**src/rtl/gpio_pkg.sv**
```systemverilog
// Shared definitions for the GPIO controller: register index map, error-range
// bound and byte-lane helper.
package gpio_pkg;

    localparam int unsigned MAX_W = 32;

    // Word index of each register (byte offset >> 2)
    typedef enum logic [3:0] {
        REG_OUT      = 4'h0,
        REG_DIR      = 4'h1,
        REG_IN       = 4'h2,
        REG_SET      = 4'h3,
        REG_CLR      = 4'h4,
        REG_TGL      = 4'h5,
        REG_RISE_EN  = 4'h6,
        REG_FALL_EN  = 4'h7,
        REG_IRQ_STAT = 4'h8,
        REG_IRQ_MASK = 4'h9
    } reg_idx_e;

    // Indices from here up to 4'hF (offsets 0x28-0x3C) terminate with err
    localparam logic [3:0] ERR_IDX_FIRST = 4'hA;

    function automatic logic [31:0] lane_mask(input logic [3:0] sel);
        return {{8{sel[3]}}, {8{sel[2]}}, {8{sel[1]}}, {8{sel[0]}}};
    endfunction

endpackage

```
**src/rtl/gpio_sync.sv**
```systemverilog
// Two-flop synchronizer for asynchronous input buses, reset to zero.
module gpio_sync #(
    parameter int unsigned WIDTH = 8
) (
    input  logic             clk_i,
    input  logic             rst_i,
    input  logic [WIDTH-1:0] d_i,
    output logic [WIDTH-1:0] q_o
);

    logic [WIDTH-1:0] meta_q;
    logic [WIDTH-1:0] sync_q;

    always_ff @(posedge clk_i or posedge rst_i) begin
        if (rst_i) begin
            meta_q <= '0;
            sync_q <= '0;
        end else begin
            meta_q <= d_i;
            sync_q <= meta_q;
        end
    end

    assign q_o = sync_q;

endmodule

```
**src/rtl/gpio_ctrl.sv**
```systemverilog
// Wishbone-classic GPIO controller: output/direction registers, SET/CLR/TGL
// aliases, synchronized inputs and edge-triggered interrupts.
module gpio_ctrl
    import gpio_pkg::*;
#(
    parameter int unsigned WIDTH   = 8,
    parameter logic [31:0] RST_OUT = '0,
    localparam int unsigned W      = (WIDTH > MAX_W) ? MAX_W : WIDTH
) (
    input  logic          wb_clk_i,
    input  logic          wb_rst_i,
    input  logic          wb_cyc_i,
    input  logic          wb_stb_i,
    input  logic          wb_we_i,
    input  logic [31:0]   wb_adr_i,
    input  logic [31:0]   wb_dat_i,
    input  logic [3:0]    wb_sel_i,
    output logic [31:0]   wb_dat_o,
    output logic          wb_ack_o,
    output logic          wb_err_o,
    input  logic [W-1:0]  gpio_i,
    output logic [W-1:0]  gpio_o,
    output logic [W-1:0]  gpio_oe_o,
    output logic          irq_o
);

    logic [W-1:0] out_q,  out_d;
    logic [W-1:0] dir_q,  dir_d;
    logic [W-1:0] rise_q, rise_d;
    logic [W-1:0] fall_q, fall_d;
    logic [W-1:0] stat_q, stat_d;
    logic [W-1:0] mask_q, mask_d;
    logic [W-1:0] prev_q, prev_d;
    logic [31:0]  rdata_q, rdata_d;
    logic         ack_q, ack_d;
    logic         err_q, err_d;
    logic         irq_q, irq_d;

    logic [W-1:0] in_sync;
    logic [31:0]  bmask32;
    logic [W-1:0] bmask;
    logic [W-1:0] wdat;
    logic [W-1:0] edge_set;
    reg_idx_e     idx;
    logic         is_err;
    logic         start;
    logic         unused_ok;

    gpio_sync #(
        .WIDTH(W)
    ) u_sync (
        .clk_i (wb_clk_i),
        .rst_i (wb_rst_i),
        .d_i   (gpio_i),
        .q_o   (in_sync)
    );

    assign unused_ok = ^{wb_adr_i[31:6], wb_adr_i[1:0], wb_dat_i, bmask32};

    always_comb begin
        bmask32  = lane_mask(wb_sel_i);
        bmask    = bmask32[W-1:0];
        wdat     = wb_dat_i[W-1:0] & bmask;
        idx      = reg_idx_e'(wb_adr_i[5:2]);
        is_err   = (wb_adr_i[5:2] >= ERR_IDX_FIRST);
        // A pending termination blocks a new start: one access per two cycles
        start    = wb_cyc_i & wb_stb_i & ~(ack_q | err_q);
        edge_set = (in_sync & ~prev_q & rise_q) | (~in_sync & prev_q & fall_q);

        out_d   = out_q;
        dir_d   = dir_q;
        rise_d  = rise_q;
        fall_d  = fall_q;
        stat_d  = stat_q;
        mask_d  = mask_q;
        rdata_d = rdata_q;
        prev_d  = in_sync;
        ack_d   = start & ~is_err;
        err_d   = start & is_err;
        irq_d   = |(stat_q & mask_q);

        if (start) begin
            rdata_d = '0;
            if (!is_err) begin
                case (idx)
                    REG_OUT:      rdata_d = 32'(out_q);
                    REG_DIR:      rdata_d = 32'(dir_q);
                    REG_IN:       rdata_d = 32'(in_sync);
                    REG_RISE_EN:  rdata_d = 32'(rise_q);
                    REG_FALL_EN:  rdata_d = 32'(fall_q);
                    REG_IRQ_STAT: rdata_d = 32'(stat_q);
                    REG_IRQ_MASK: rdata_d = 32'(mask_q);
                    default:      rdata_d = '0;
                endcase
                if (wb_we_i) begin
                    case (idx)
                        REG_OUT:      out_d  = (out_q  & ~bmask) | wdat;
                        REG_DIR:      dir_d  = (dir_q  & ~bmask) | wdat;
                        REG_SET:      out_d  = out_q | wdat;
                        REG_CLR:      out_d  = out_q & ~wdat;
                        REG_TGL:      out_d  = out_q ^ wdat;
                        REG_RISE_EN:  rise_d = (rise_q & ~bmask) | wdat;
                        REG_FALL_EN:  fall_d = (fall_q & ~bmask) | wdat;
                        REG_IRQ_STAT: stat_d = stat_q & ~wdat;
                        REG_IRQ_MASK: mask_d = (mask_q & ~bmask) | wdat;
                        default:      ;
                    endcase
                end
            end
        end

        // New edges are applied after the clear so a coincident set wins
        stat_d = stat_d | edge_set;
    end

    always_ff @(posedge wb_clk_i or posedge wb_rst_i) begin
        if (wb_rst_i) begin
            out_q   <= RST_OUT[W-1:0];
            dir_q   <= '0;
            rise_q  <= '0;
            fall_q  <= '0;
            stat_q  <= '0;
            mask_q  <= '0;
            prev_q  <= '0;
            rdata_q <= '0;
            ack_q   <= 1'b0;
            err_q   <= 1'b0;
            irq_q   <= 1'b0;
        end else begin
            out_q   <= out_d;
            dir_q   <= dir_d;
            rise_q  <= rise_d;
            fall_q  <= fall_d;
            stat_q  <= stat_d;
            mask_q  <= mask_d;
            prev_q  <= prev_d;
            rdata_q <= rdata_d;
            ack_q   <= ack_d;
            err_q   <= err_d;
            irq_q   <= irq_d;
        end
    end

    assign wb_dat_o  = rdata_q;
    assign wb_ack_o  = ack_q;
    assign wb_err_o  = err_q;
    assign gpio_o    = out_q;
    assign gpio_oe_o = dir_q;
    assign irq_o     = irq_q;

endmodule

```
**config.mk**
```make
export PLATFORM = sky130hd
export DESIGN_NAME = gpio_ctrl
export DESIGN_NICKNAME = d
export VERILOG_FILES = /design/src/rtl/gpio_pkg.sv /design/src/rtl/gpio_sync.sv /design/src/rtl/gpio_ctrl.sv
export SDC_FILE = /design/constraint.sdc
export NUM_CORES = 1
export LEC_CHECK = 0
export BUFFER_PORTS_ARGS = -buffer_cell sky130_fd_sc_hd__buf_2
export CAP_MARGIN = 0
export CORE_ASPECT_RATIO = 1.25
export CORE_UTILIZATION = 35
export CTS_CLUSTER_SIZE = 24
export DETAILED_ROUTE_END_ITERATION = 6
export PLACE_DENSITY = 0.57
export SETUP_SLACK_MARGIN = 0.15
export SYNTH_ARGS = -nofsm -noshare
export SYNTH_HDL_FRONTEND = slang
export SYNTH_HIERARCHICAL = 1
export SYNTH_SLANG_ARGS = --single-unit
```
**constraint.sdc**
```tcl
create_clock -name wb_clk_i -period 2.6 [get_ports wb_clk_i]
set_input_delay 0.13 -clock wb_clk_i [delete_from_list [all_inputs] [get_ports wb_clk_i]]
set_output_delay 0.13 -clock wb_clk_i [all_outputs]
set_load 0.005 [all_outputs]
```
# Word-level counts from Yosys, hierarchy flattened
# Index checks and enable logic that the tools add are counted.
# classes
magnitude_cmp	1
eq_ne	9
n_mux	7
bitwise_logic	33
reduce_logical	8
# ops
operator	count
$and A8 B8 Y8	13
$or A8 B8 Y8	8
$pmux W8 S7	1
$mux W8	5
$not A8 Y8	4
$pmux W8 S4	1
$reduce_and A4 Y1	5
$eq A4 B3 Y1 const B	4
$eq A4 B2 Y1 const B	2
$eq A4 B4 Y1 const B	2
$reduce_or A8 Y1	1
$xor A8 B8 Y8	1
$and A1 B1 Y1	4
$eq A4 B1 Y1 const B	1
$ge A4 B4 Y1 const B	1
$logic_not A4 Y1	1
$reduce_bool A4 Y1	1
$not A1 Y1	2
$or A1 B1 Y1	1
# totals
regBits	107
input_bits	81
out_inout_bits	51
wordCells	71

# Longest topological paths before layout
# Gate-level depths: netlist of the first run.
# logic_depth
ltp_word	8
mapped_depth	7

# By module
# Netlist of the first run, hierarchy kept.
# by_module_without_submodules
mod	instances	cells_per_inst	area_each_um2	seq_area_each_um2
gpio_ctrl	1	338	3676.0	1676.6
gpio_sync	1	17	404.1	400.4

# Worst setup path after synthesis of the first run
# OpenSTA, ideal clock, no wires.
# synth_timing
path_type	reg-to-reg
start	register ack_q, in the netlist wb_ack_o
end	register (tool-made name)
arrival_ns	1.837
required_time_ns	2.475
setup_slack_ns	0.638
path_stages_with_launch	7
path_buffers	2
synth_period_minus_slack_ns	1.962
path_cell_list	dfrtp_1 nand4bb_1 buf_2 or3_1 buf_2 nor3_4 mux2_2
# synth_rtl
item	line_no	text
start: declaration	gpio_ctrl.sv:35	logic ack_q, ack_d;
start signal: assignment	gpio_ctrl.sv:138	ack_q <= ack_d;

==> results of run 1 <==
path summary, 6_finish.rpt:
path / start / end / slack, ns / cells after the start
min in group asynchronous: wb_rst_i / prev_q[5] / 0.37 / 3
worst max register to register: wb_ack_o / register / 0.37 / 4
max in group asynchronous: wb_rst_i / asynchronous set/reset pin / 1.46 / 4
worst min register to register: u_sync/meta_q[5] / u_sync/q_o[5] / 0.35 / 0
worst max-delay path: wb_ack_o / register / 0.37 / 4
worst min-delay path: wb_dat_i[6] / register / 0.11 / 2
per-layer routing:
metal / vias up / global-route usage (%) / routed length (um)
met2: 71 / 27.0 / 4610
met4: 0 / 8.68 / 210
li1: 1362 / - / -
met1: 1397 / 22.0 / 4250
met5: - / 0 / 0
met3: 14 / 4.38 / 346
kinds of logic (layout without fill, tap and decap cells):
family	Yosys count	in the layout	synth area share, %
other	1	24	0.0919
DFF	83	83	50.9
muxes	49	49	14.2
buffers and inverters	47	92	6.90
adders and majority gates	8	8	2.45
and+or+nand+nor	84	84	11.3
AOI/OAI and AO/OA	83	83	14.2
cells in the final DEF (no fill, tap or decap), types with 6 or more instances in the layout:
cell type                       instances
sky130_fd_sc_hd__dfrtp_1               83
sky130_fd_sc_hd__buf_2                 52
sky130_fd_sc_hd__nand2_1               36
sky130_fd_sc_hd__mux2_2                28
sky130_fd_sc_hd__conb_1                24
sky130_fd_sc_hd__o21ai_0               23
sky130_fd_sc_hd__a22o_1                14
sky130_fd_sc_hd__mux2i_1               12
sky130_fd_sc_hd__buf_4                 10
sky130_fd_sc_hd__a22oi_1                9
sky130_fd_sc_hd__nor2b_1                9
sky130_fd_sc_hd__clkbuf_16              9
sky130_fd_sc_hd__dlygate4sd3_1          9
sky130_fd_sc_hd__nand3b_1               8
sky130_fd_sc_hd__nor2_1                 8
sky130_fd_sc_hd__mux2_4                 8
sky130_fd_sc_hd__ha_1                   8
sky130_fd_sc_hd__a21o_1                 7
sky130_fd_sc_hd__o211ai_1               6
metrics by stage:
step	hold WS [ns]	instance area [um2]	setup WS, ns	cells
finish	0.106	4800	0.370	558
floorplan	0.0437	4170	0.638	378
global placement	0.202	4410	0.375	533
CTS	0.0926	4800	0.323	558
global route	0.103	4800	0.270	558
detailed placement	0.198	4410	0.333	533
layout make-up:
type	count	area, um2
clock buffer	12	256
multi-input combinational	248	1810
fill	1044	6440
clock inverter	4	48.8
tap	135	169
inverter	5	18.8
sequential	83	2080
timing repair buffer	71	425
power by group through the flow:
stage                     sequential (uW)  clock, uW  combinational (uW)
final                                1570       1300                 471
after global routing                 1590       1400                 532
after CTS                            1570       1340                 477
after detailed placement             1590          0                 464
after global placement               1590          0                 451
after floorplan                      1560          0                 329
Yosys cell counts, drive strengths merged:
cell	count	area, um2
a2111oi	1	8.76
a211o	1	8.76
a211oi	1	7.51
a21boi	5	37.5
a21o	7	52.6
a21oi	3	15.0
a221oi	2	17.5
a22o	14	123
a22oi	9	67.6
a311oi	1	8.76
a32o	1	10.0
and2	3	18.8
buf	33	229
clkbuf	9	33.8
conb	1	3.75
dfrtp	83	2080
ha	8	100
inv	5	18.8
mux2	36	435
mux2i	12	120
mux4	1	22.5
nand2	36	135
nand2b	2	12.5
nand3	1	5.00
nand3b	8	60.1
nand4	1	6.26
nand4bb	1	11.3
nor2	8	30.0
nor2b	9	56.3
nor3	5	52.6
nor3b	2	15.0
nor4	1	6.26
o211ai	6	45.0
o21ai	23	115
o22ai	4	25.0
o31ai	4	30.0
o41ai	1	8.76
or2	3	18.8
or3	1	6.26
or3b	2	17.5
or4	1	7.51
worst register-to-register path, stage by stage (launching register included):
cell,delay [ns]
sky130_fd_sc_hd__dfrtp_1,0.36
sky130_fd_sc_hd__nand4bb_1,0.27
sky130_fd_sc_hd__or3_1,0.50
sky130_fd_sc_hd__or2_1,0.57
sky130_fd_sc_hd__mux2_4,0.41
==> results by stage, run 1 <==
Run status:
- The flow ran to the end, and the final reports show no timing, DRC or antenna violations.

Setup path:
- The data required time at the worst endpoint is roughly 2.8 ns.
- Along the worst path, the maximum fanout reaches 8.
- By startpoint and endpoint, the worst setup path is classified as reg -> reg.
- For the worst setup path, the data arrival time is 2.46 ns.
- The critical path goes through nand4bb_1 -> or3_1 -> or2_1 -> mux2_4.
- The worst setup path is captured at a register.
- The total buffers and inverters traversed by the critical path is 0.
- For this design, the slowest cell found on the critical path is sky130_fd_sc_hd__or2_1.
- Grouping stages by cell kind, the critical path spends the most delay in simple AND/OR/NAND/NOR gates.
- The highest cell delay on the worst timing path is 0.57 ns.
- STA classifies the critical path startpoint as a register.

Route:
- Dividing the detail-routed wire length by the instance count gives roughly 17 um.
- The number of vias per cell is 5.10.
- For this run, the detailed router's first-pass iteration total came to 4.
- The total wire length after detailed routing is 9410 um.
- The count of nets left with antenna violations once routing finished came out at 0.
- After the first detailed-routing iteration, the DRC count stood at 160.
- The residual DRC count is 0.
- The detailed router placed between 2000 and 3000 vias in this run.

STA:
- After layout, the worst path uses between 80% and 90% of the clock period.
- The clock period could shrink to approximately 2.2 ns.
- The headroom to the max-slew limit is 49.2%.
- The total count of hold-check failures in the final report is 0.
- Setup violations remaining at the end of the flow were counted as 0.
- Based on the critical path, the design can be clocked at up to 0.448 GHz.
- The worst-case clock skew is a little over 0.005 ns.
- The transition time at the pin with the least slew margin is approximately 0.76 ns.
- Setup repair after global routing left no endpoint under its margin.
- After routing, the total negative slack on setup checks comes to 0 ns.
- The final number of max-transition violations is 0.

Pwr:
- The switching part of the total power is between 20% and 30%.
- Power spread over the standard cell area amounts to 697 nW/um2.
- Per report_power, the sequential group accounts for 47.0% of the total.
- VDD sags by at most ~0.00033 V.
- The internal power summed over all cells is roughly 2500 uW.
- The net switching power is about 860 uW.
- The clock network fraction of design power is 39.0%.
- Combinational cells account for 14.1% of the total power.
- The total power after layout is roughly 3300 uW.
- Summed over all cells, the static leakage comes to between 0.002 and 0.0025 uW.

Job:
- Max-cap violations in this run came to 0.

Floorplanning:
- The die boundary width is approximately 99 um.
- The region available for standard cell placement spans 11200 um2.
- The row count is 43.
- The die outline height is 123 um.
- For this design the top-level I/O count stands at 132.
- Once the floorplan was initialized, standard cells occupied roughly 36% of the core.
- The die covers roughly 12000 um2.

Layout:
- The final core utilization is 42.7%.
- The antenna cell count is 0.
- The layout-stage area growth over the synthesis result is 17.7%.
- The final layout contains ~500 nets.
- The fraction of layout instances using a drive strength above 1 is 28.6%.

Clock tree:
- The number of hold-repair buffers added at the cts stage is 9.
- The number of gates resized after CTS was 0.
- Clock-pin slew was measured on the worst setup and hold paths at ~0.06 ns.
- The clock net in this run drives a total of 83 sinks.
- The clock latency of the later-clocked register in the worst-skew pair is around 0.35 ns.
- The number of buffers between clock root and the deepest sink is 2.
- TritonCTS built the clock tree.
- The post-CTS setup-driven buffer insertion count is 0.
- The tree is rooted in a sky130_fd_sc_hd__clkbuf_16.
- In this run, CTS created clock tree buffers numbering 9.
- The H-tree depth reported by CTS is 3.

Placement:
- Buffers placed on the I/O ports in this run total between 50 and 60.
- The half-perimeter wire length after placement is 6950 um.
- The weighted congestion at the end of routability-driven global placement is approximately 0.80.

Global route:
- Global routing consumed, over all layers together, between 10% and 20% of the routing resources.
- The via count of the first global-routing pass is around 2800.
- The wire length of the first global-routing pass is 15400 um.
- The initial antenna violation count is 0.
- Summed over all layers, the global routing overflow is 0.
- The largest net degree at the start of global routing is 31.

Synthesis:
- In this run, synthesis produced a sequential element count of 83.
- The number of distinct library cells after synthesis is slightly below 50.
- The count of warnings emitted by yosys is 6.
- The sequential share of the synthesized area is between 50% and 60%.
- The number of standard cells after synthesis is between 300 and 400.
- The average cell area after synthesis is 11.5 um2.
- The post-synth design cell area is between 4000 and 5000 um2.

Min path:
- The tightest min-delay check is of the in -> reg type.
Note: power is estimated with default switching activity, not from simulation.
==> run 2, diff against run 1 <==
Settings changed: CORE_UTILIZATION 35 to 29, PLACE_DENSITY 0.57 to 0.49.
==> results by stage, run 2 (synthesis results as in run 1) <==
STA:
- The least setup slack across all paths after layout was 0.318 ns (-0.0516 ns).
- The post-route minimum period came to 2.28 ns (+0.0516 ns).
- The transition time at the pin with the least slew margin was 0.797 ns (+0.0356 ns).
- The final total negative setup slack is 0 ns (unchanged).
- Setup repair after global routing left no endpoint under its margin.
- The setup-violating endpoint count in the final report is 0 (unchanged).
- The share of the clock period used by the worst path after layout is 87.8% (+2.0 points).
- The headroom to the max-slew limit is 46.8% (-2.5 points).
- The worst hold slack across all endpoints came to 0.123 ns (+0.0169 ns).
- The total count of hold-check failures in the final report is 0 (unchanged).
- The fmax came to 0.438 GHz (-2.3%).
- The worst-case clock skew is 0.00700 ns (+0.00192 ns).
- The final number of max-transition violations is 0 (unchanged).

Floorplanning:
- The top-level port count is 132 (unchanged).
- The floorplan core area is 13800 um2 (+22%).
- The die boundary width is 108 um (+9.7%).
- The effective utilization at floorplan is 29.7% (-6.6 points).
- The die footprint came to 14600 um2 (+20%).
- The die outline height is 135 um (+9.7%).
- The row count was 48 (+12%).

Pwr:
- The leakage power summed over all cells is 0.00230 uW (-0.85%).
- The areal power density over the cells came to 674 nW/um2 (-3.3%).
- The largest voltage drop on the vdd net was 0.000260 V (-20%).
- The total power after layout was 3250 uW (-3.0%).

Global route:
- The total routing resource utilization after global routing was 14.4% (-2.8 points).
- The initial antenna violation count was 0 (unchanged).
- The via count of the first global-routing pass is 2758 (-2.7%).
- The final global-route overflow total is 0 (unchanged).
- The largest net degree at the start of global routing was 39 (+26%).
- The wire length of the first global-routing pass came to 15500 um (+0.54%).

Layout:
- The antenna cell count is 0 (unchanged).
- The leading cell type in the layout, fill and taps excluded is sky130_fd_sc_hd__dfrtp_1.
- The sequential cell area is 2080 um2 (unchanged).
- The final instance area is 4820 um2 (+0.36%).
- The multi-input logic area was 1810 um2 (unchanged).
- The layout-stage area growth over the synthesis result is 18.2%.
- The final net count came to 507 (unchanged).
- The fraction of layout instances using a drive strength above 1 is 28.0% (-0.64 points).
- Leaving out fill and tap cells, the most frequent cells in the layout are sky130_fd_sc_hd__dfrtp_1 (83), sky130_fd_sc_hd__buf_2 (52), sky130_fd_sc_hd__nand2_1 (36).
- The total of fill cells in the finished design is 1364 (+31%).

Clock tree:
- The count of clock tree sinks is 83 (unchanged).
- TritonCTS built the clock tree.
- The clock input transition at the sequential cells of the worst setup and hold paths is 0.06 ns (about the same).
- The number of hold-repair buffers added at the cts stage is 9 (unchanged).
- The clock latency of the later-clocked register in the worst-skew pair is 0.34 ns (about the same).
- The clock tree root driver cell is sky130_fd_sc_hd__clkbuf_16.
- The post-CTS setup-driven buffer insertion count came to 0 (unchanged).
- The post-cts sizing count was 0 (unchanged).
- The H-tree depth reported by CTS is 3 (unchanged).
- The number of buffers between clock root and the deepest sink is 2 (unchanged).
- The clock buffer count from CTS was 9 (unchanged).

Placement:
- The weighted congestion at the end of routability-driven global placement is 0.803 (+0.50%).
- The placed instance area is 4460 um2 (+1.1%).
- The worst setup timing slack at the placement stage is 0.350 ns (+0.0177 ns).
- The count of buffers inserted at the top-level ports is 52 (unchanged).
- The half-perimeter wire length after placement was 7330 um (+5.5%).

Setup path:
- The peak fanout along the critical path is 8 (unchanged).
- The slowest cell on the critical path is sky130_fd_sc_hd__or2_1.
- The setup slack on the worst flop-to-flop path came to 0.32 ns (-0.05 ns).
- The critical path is of the reg -> reg type.
- The dominant delay contributor by cell family on the critical path is simple AND/OR/NAND/NOR gates.
- The total buffers and inverters traversed by the critical path is 0 (unchanged).
- The data required time at the worst endpoint was 2.82 ns (about the same).
- The critical path goes through nand4bb_1 -> or3_1 -> or2_1 -> mux2_4.
- The launching element type of the critical path is a register.
- The data arrival time at the worst-slack endpoint came to 2.50 ns (+0.04 ns).
- The kind of end point of the critical path is a register.
- The highest cell delay on the worst timing path was 0.56 ns (about the same).

Job:
- The reported max-cap violation count is 0 (unchanged).

Route:
- The routed length per instance is 16.4 um (-3.0%).
- The number of detailed-routing iterations run before antenna repair is 4 (unchanged).
- The total wire length after detailed routing is 9770 um (+3.8%).
- The vias after detailed routing is 2868 (+0.84%).
- The number of antenna-violating nets in the routed design came to 0 (unchanged).
- The number of vias per cell is 4.80 (-5.7%).
- The residual DRC count came to 0 (unchanged).
- The number of violations reported at the end of detailed-routing iteration 0 is 99 (-38%).

Min path:
- The path type of the worst min-delay path is in -> reg.

Run status:
- The flow ran to the end, and the final reports show no timing, DRC or antenna violations.
[run 2: cell count changes in the layout (fill, tap and decap cells not counted), sizes merged]
cell    previous run  this run
bufinv             1         0
clkbuf            12        14
clkinv             3         1
[run 2: metrics by stage]
| stage | cells | util (%) |
|---|---|---|
| final | 597 | 35.1 |
| after global routing | 597 | 35.1 |
| after CTS | 597 | 35.1 |
| after detailed placement | 573 | 32.4 |
| after global placement | 573 | 32.4 |
| after floorplan | 378 | - |
[run 2: area by class of cell]
cell class | instances | share of cell area [%]
clock buffers | 14 | 5.48
clock inverters | 1 | 0.182
inverters | 5 | 0.389
multi-input cells | 248 | 37.5
flip-flops and latches | 83 | 43.1
well taps | 175 | 4.54
repair buffers | 71 | 8.82
[run 2: path summary, 6_finish.rpt]
path,start,to,depth (start not counted)
worst min-delay path,wb_dat_i[1],register,2
min in group asynchronous,wb_rst_i,u_sync/q_o[5],3
worst max-delay path,wb_ack_o,register,4
max in group asynchronous,wb_rst_i,irq_o,4
worst max register to register,wb_ack_o,register,4
worst min register to register,u_sync/meta_q[5],u_sync/q_o[5],0
[run 2: routing by layer]
layer	global-route usage [%]	vias to the layer above	part of all wire, %
li1	-	1362	-
met1	18.9	1393	45
met2	22.2	92	48
met3	2.03	21	3.9
met4	8.83	0	3.8
met5	0	-	0
[run 2: report_power, final]
part / internal [uW] / total (uW) / leakage [uW] / switching (uW)
Clock: 697 / 1200 / 0.000133 / 501
Sequential: 1450 / 1580 / 0.00106 / 132
Combinational: 246 / 473 / 0.00110 / 228
[run 2: worst reg2reg max path: cells and delay by family (launching register included)]
kind	cells	cell delay, ns
DFF	1	0.37
muxes	1	0.40
and+or+nand+nor	3	1.39
